==> config.mk <==
export PLATFORM = sky130hd
export DESIGN_NAME = serial_adder_n
export DESIGN_NICKNAME = d
export VERILOG_FILES = /design/src/rtl/serial_adder_pkg.sv /design/src/rtl/fa_cell.sv /design/src/rtl/serial_adder_n.sv
export SDC_FILE = /design/constraint.sdc
export NUM_CORES = 1
export LEC_CHECK = 0
export ABC_AREA = 1
export CORE_MARGIN = 2
export CORE_UTILIZATION = 45
export CTS_BUF_LIST = sky130_fd_sc_hd__clkbuf_16
export DETAILED_ROUTE_END_ITERATION = 7
export PLACE_DENSITY = 0.69
export SLEW_MARGIN = 20
export SYNTH_ARGS = -nofsm -noshare
export SYNTH_HDL_FRONTEND = slang
export SYNTH_HIERARCHICAL = 1
export SYNTH_SLANG_ARGS = --single-unit
==> constraint.sdc <==
create_clock -name clk -period 2 [get_ports clk]
set_input_delay 0.4 -clock clk [delete_from_list [all_inputs] [get_ports clk]]
set_output_delay 0.4 -clock clk [all_outputs]
set_load 0.05 [all_outputs]
==> src/rtl/serial_adder_pkg.sv <==
// Shared types and constants for the bit-serial adder.
package serial_adder_pkg;

    typedef enum logic [1:0] {
        IDLE = 2'd0,
        RUN  = 2'd1,
        DONE = 2'd2
    } state_t;

    localparam int unsigned WIDTH_MIN = 2;
    localparam int unsigned WIDTH_MAX = 32;

    function automatic int unsigned cnt_width(input int unsigned w);
        return $clog2(w);
    endfunction

endpackage

==> src/rtl/fa_cell.sv <==
// Combinational single-bit full adder used as the serial adder's datapath.
module fa_cell (
    output logic s,
    output logic c,
    input  logic x,
    input  logic y,
    input  logic ci
);

    always_comb begin
        s = x ^ y ^ ci;
        c = (x & y) | (x & ci) | (y & ci);
    end

endmodule

==> src/rtl/serial_adder_n.sv <==
// Bit-serial WIDTH-bit adder, LSB first, one bit per clock.
// Optional subtract mode enabled by defining SERIAL_ADDER_SUB_EN.
module serial_adder_n
    import serial_adder_pkg::*;
#(
    parameter int unsigned WIDTH = 8
) (
    input  logic             clk,
    input  logic             rst_n,
    input  logic             start,
    input  logic [WIDTH-1:0] a,
    input  logic [WIDTH-1:0] b,
    input  logic             cin,
`ifdef SERIAL_ADDER_SUB_EN
    input  logic             sub,
`endif
    output logic             busy,
    output logic             done,
    output logic [WIDTH-1:0] sum,
    output logic             cout,
    output logic             ovf
);

    localparam int unsigned CW = cnt_width(WIDTH);
    localparam int unsigned PW = WIDTH - 1;
    localparam logic [CW-1:0] LAST = CW'(WIDTH - 1);

    state_t           state;
    logic [WIDTH-1:0] a_sh;
    logic [WIDTH-1:0] b_sh;
    logic             carry;
    logic [CW-1:0]    cnt;
    logic [PW-1:0]    part;
    logic [WIDTH-1:0] b_load;
    logic             carry_load;
    logic             fa_s;
    logic             fa_c;

    // Subtraction folds into the load: B is stored inverted and the carry seeded with 1.
    always_comb begin
`ifdef SERIAL_ADDER_SUB_EN
        b_load     = sub ? ~b : b;
        carry_load = sub | cin;
`else
        b_load     = b;
        carry_load = cin;
`endif
    end

    fa_cell u_fa (
        .s  (fa_s),
        .c  (fa_c),
        .x  (a_sh[0]),
        .y  (b_sh[0]),
        .ci (carry)
    );

    // On the last bit the carry register still holds the carry into the MSB.
    always_ff @(posedge clk or negedge rst_n) begin
        if (!rst_n) begin
            state <= IDLE;
            a_sh  <= '0;
            b_sh  <= '0;
            carry <= 1'b0;
            cnt   <= '0;
            part  <= '0;
            sum   <= '0;
            cout  <= 1'b0;
            ovf   <= 1'b0;
            busy  <= 1'b0;
            done  <= 1'b0;
        end else begin
            case (state)
                IDLE: begin
                    done <= 1'b0;
                    if (start) begin
                        a_sh  <= a;
                        b_sh  <= b_load;
                        carry <= carry_load;
                        cnt   <= '0;
                        part  <= '0;
                        busy  <= 1'b1;
                        state <= RUN;
                    end
                end
                RUN: begin
                    a_sh  <= a_sh >> 1;
                    b_sh  <= b_sh >> 1;
                    carry <= fa_c;
                    part  <= PW'({fa_s, part} >> 1);
                    cnt   <= cnt + CW'(1);
                    if (cnt == LAST) begin
                        sum   <= {fa_s, part};
                        cout  <= fa_c;
                        ovf   <= carry ^ fa_c;
                        busy  <= 1'b0;
                        done  <= 1'b1;
                        state <= DONE;
                    end
                end
                DONE: begin
                    done  <= 1'b0;
                    state <= IDLE;
                end
                default: begin
                    busy  <= 1'b0;
                    done  <= 1'b0;
                    state <= IDLE;
                end
            endcase
        end
    end

endmodule
==> metrics.md <==
| Metric | Value |
|---|---|
| Number of buffers and inverters on the critical path | `1` |
| Initial Util | `46.33%` |
| Sequential cell fraction of total power | `33.2%` |
| Largest net degree at the start of global routing | `42` |
| PwrDens | `1771 mW/mm2` |
| Full die area | `0.005001 mm2` |
| WL/cell | `11.69 um` |
| Complex-gate fraction of the synthesized area | `6.309%` |
| Layout filler cell count | `approximately 400` |
| Cts repair resizes | `0` |
| Worst stage delay on the critical path | `0.80 ns` |
| Post-CTS setup buffers | `0` |
| Clk sinks | `about 40` |
| Synth top area share | `51.22%` |
| Ys flop type | `dfrtp_1` |
| Yosys top cell by area | `dfrtp_1` |
| Global-route wire length before repair | `6.423 mm` |
| CP startpoint kind | `flop` |
| WP data arrival | `about 1.4 ns` |
| Layout cells sized above 1 | `10.42%` |
| DR vias | `1522` |
| Int Power | `around 2600 uW` |
| Die Ht | `70.72 um` |
| Hold Buf Count CTS | `0` |
| Total routed wirelength | `3.636 mm` |
| Status | `finished, final reports clean` |
| Placeable Area | `0.004324 mm2` |
| Cell area after layout | `0.002479 mm2` |
| ANT cells | `0` |
| CTS buffer count | `5` |
| Largest family of logic cells by synthesized area | `simple AND/OR/NAND/NOR gates` |
| Global Route Usage Sum | `16.47%` |
| Clock-pin transition on the worst setup and hold timing paths | `around 0.060 ns` |
| Clock Path Buffers | `2` |
| # setup viols final | `0` |
| Setup total negative slack | `0 ns` |
| Final Hold Viols | `0` |
| First-pass DRT Iterations | `4` |
| Required time worst endpoint | `1.60 ns` |
| Synthesized flop and latch total | `41` |
| CP max-delay cell | `clkdlybuf4s50_1` |
| Post-synthesis async set-or-reset flop share | `100.0%` |
| Mapped Avg Cell Area | `8.709 um2` |
| Synth Area in Adders | `2.249%` |
| Fin util | `57.32%` |
| Max-slew violation count | `0` |
| Register area share after synthesis | `51.22%` |
| Port bufs | `31` |
| Logic pwr share | `a little over two fifths` |
| Synthesized area | `0.002003 mm2` |
| Post-synth top cells | `56 x nand2_1, 48 x nand3_1, 41 x dfrtp_1, 35 x inv_1, 8 x o21ai_2` |
| Mux cell area share after synthesis | `0%` |
| Count leader, synth | `nand2_1` |
| Vias in the first global route | `1467` |
| RSZ-0062 raised after global routing | `no` |
| FP Rows | `24` |
| Actual slew at the worst max-slew pin | `0.5346 ns` |
| HP Class | `in2async` |
| XOR/XNOR Fraction of Synth Area | `0.4372%` |
| Post-Syn Nets | `roughly 250` |
| Min cycle time layout | `between 1.5 and 2 ns` |
| Final period utilization | `91.75%` |
| Psw | `1782 uW` |
| CP Capture Type | `primary output` |
| Layout Skew | `0.002428 ns` |
| Ys Warns | `6` |
| Maximum vdd drop | `0.7118 mV` |
| Final HPWL DP | `2.306 mm` |
| Width of the die | `70.72 um` |
| Antenna-violating nets left | `0` |
| Setup CP Type | `reg2out` |
| Max_slew headroom | `64.36%` |
| NumNets Final | `around 280` |
| Netlist cell types | `20` |
| Simple-gate share of the synthesized area | `between 20 and 30%` |
| Clk pwr share | `23.3%` |
| Maxcap violations | `0` |
| Residual DRC | `0` |
| Synth area leaders | `dfrtp_1 51%, nand3_1 12%, nand2_1 10%` |
| Post-synth EDFFs | `0` |
| Leak | `between 0.001 and 0.0015 uW` |
| CTS tree | `built` |
| Mapped Cells | `230` |
| Achievable Freq | `545.0 MHz` |
| GRT Residual Overflow | `0` |
| Antenna violations before repair | `0` |
| Placed Area | `around 0.0023 mm2` |
| CTS root buffer | `clkbuf_16` |
| IO Pins | `32` |
| Crit-path max FO | `2` |
| Via/cell ratio | `4.894` |
| Clk_lat worst skew | `between 0.2 and 0.3 ns` |
| First DRT Iteration DRCs | `94` |
| Net Sw Frac | `about two fifths` |
| RePlAce Congestion | `0.7658` |
| Top delay family on crit path | `buffers and inverters` |
| Worst-path cell chain | `clkdlybuf4s50_1` |
| CTS H-tree depth | `2` |
| Synth-to-layout area growth | `23.74%` |
[cells in the final DEF, fill, tap and decap left out, types with 3 or more instances in the layout]
cell              n
o21ai_1           6
clkbuf_16         5
nand2_1          56
inv_1            35
o21ai_2           8
nand3_1          48
clkdlybuf4s50_1  30
nand2_4           3
dfrtp_1          41
nor2_1            7
[registers in the layout, indices dropped and copies added, names as in the netlist]
signal	cells
b_sh	8
done	1
sum	8
part	7
carry	1
ovf	1
a_sh	8
state	2
busy	1
cnt	3
cout	1
[power by group through the flow]
stage	clock network (uW)	logic (uW)	registers, uW
finish	1020	1910	1460
global route	1080	2130	1510
CTS	1040	1930	1460
detailed placement	0	1910	1470
global placement	0	1880	1460
floorplan	0	1190	1790
[metal layers]
layer  vias up  share of wire [%]  global-route usage [%]
met1       713                 47                   19.74
li1        773                  -                       -
met5         -                  0                       0
met4         0                1.5                   6.289
met2        31                 47                   27.83
met3         5                4.0                   5.128
[cells by family (layout without fill, tap and decap cells)]
logic type                 after synthesis  in the layout
AOI/OAI and AO/OA                       19             19
xor gates and xnor gates                 1              1
adders and majority gates                3              3
buffers and inverters                   49             78
DFF                                     41             41
and+or+nand+nor                        117            117
[final cells by class]
type | count | area (um2) | area share, %
Sequential cell | 41 | 1026 | 41.39
Multi-Input combinational cell | 140 | 733.2 | 29.58
Timing Repair Buffer | 33 | 320.3 | 12.92
Inverter | 37 | 143.9 | 5.805
Clock buffer | 5 | 125.1 | 5.048
Clock inverter | 3 | 65.06 | 2.625
Tap cell | 52 | 65.06 | 2.625
[final timing paths]
| check | start | endpoint | slack, ns | cells past startpoint |
|---|---|---|---|---|
| setup reg to reg | state[0]$_DFFE_PN0P_ | sum[6]$_DFFE_PN0P_ | 0.46 | 5 |
| max in group asynchronous | rst_n | done$_DFFE_PN0P_ | 1.47 | 2 |
| min in group clk | sum[0]$_DFFE_PN0P_ | sum[0]$_DFFE_PN0P_ | 0.48 | 2 |
| setup / recovery | sum[3]$_DFFE_PN0P_ | sum[3] | 0.16 | 1 |
| hold / removal | rst_n | sum[0]$_DFFE_PN0P_ | 0.18 | 2 |
| hold reg to reg | sum[0]$_DFFE_PN0P_ | sum[0]$_DFFE_PN0P_ | 0.48 | 2 |
[per-stage QoR]
| stage | hold WS, ns | total power (uW) | setup WS (ns) | instances |
|---|---|---|---|---|
| after floorplan | 0.1044 | 2972 | 0.7478 | 230 |
| after global placement | 0.4624 | 3340 | 0.3708 | 303 |
| after detailed placement | 0.4682 | 3382 | 0.3267 | 303 |
| after CTS | 0.1986 | 4432 | 0.1527 | 311 |
| after global routing | 0.2348 | 4712 | 0.1234 | 311 |
| final | 0.1767 | 4391 | 0.1650 | 311 |
(Power assumes the default switching activity.)
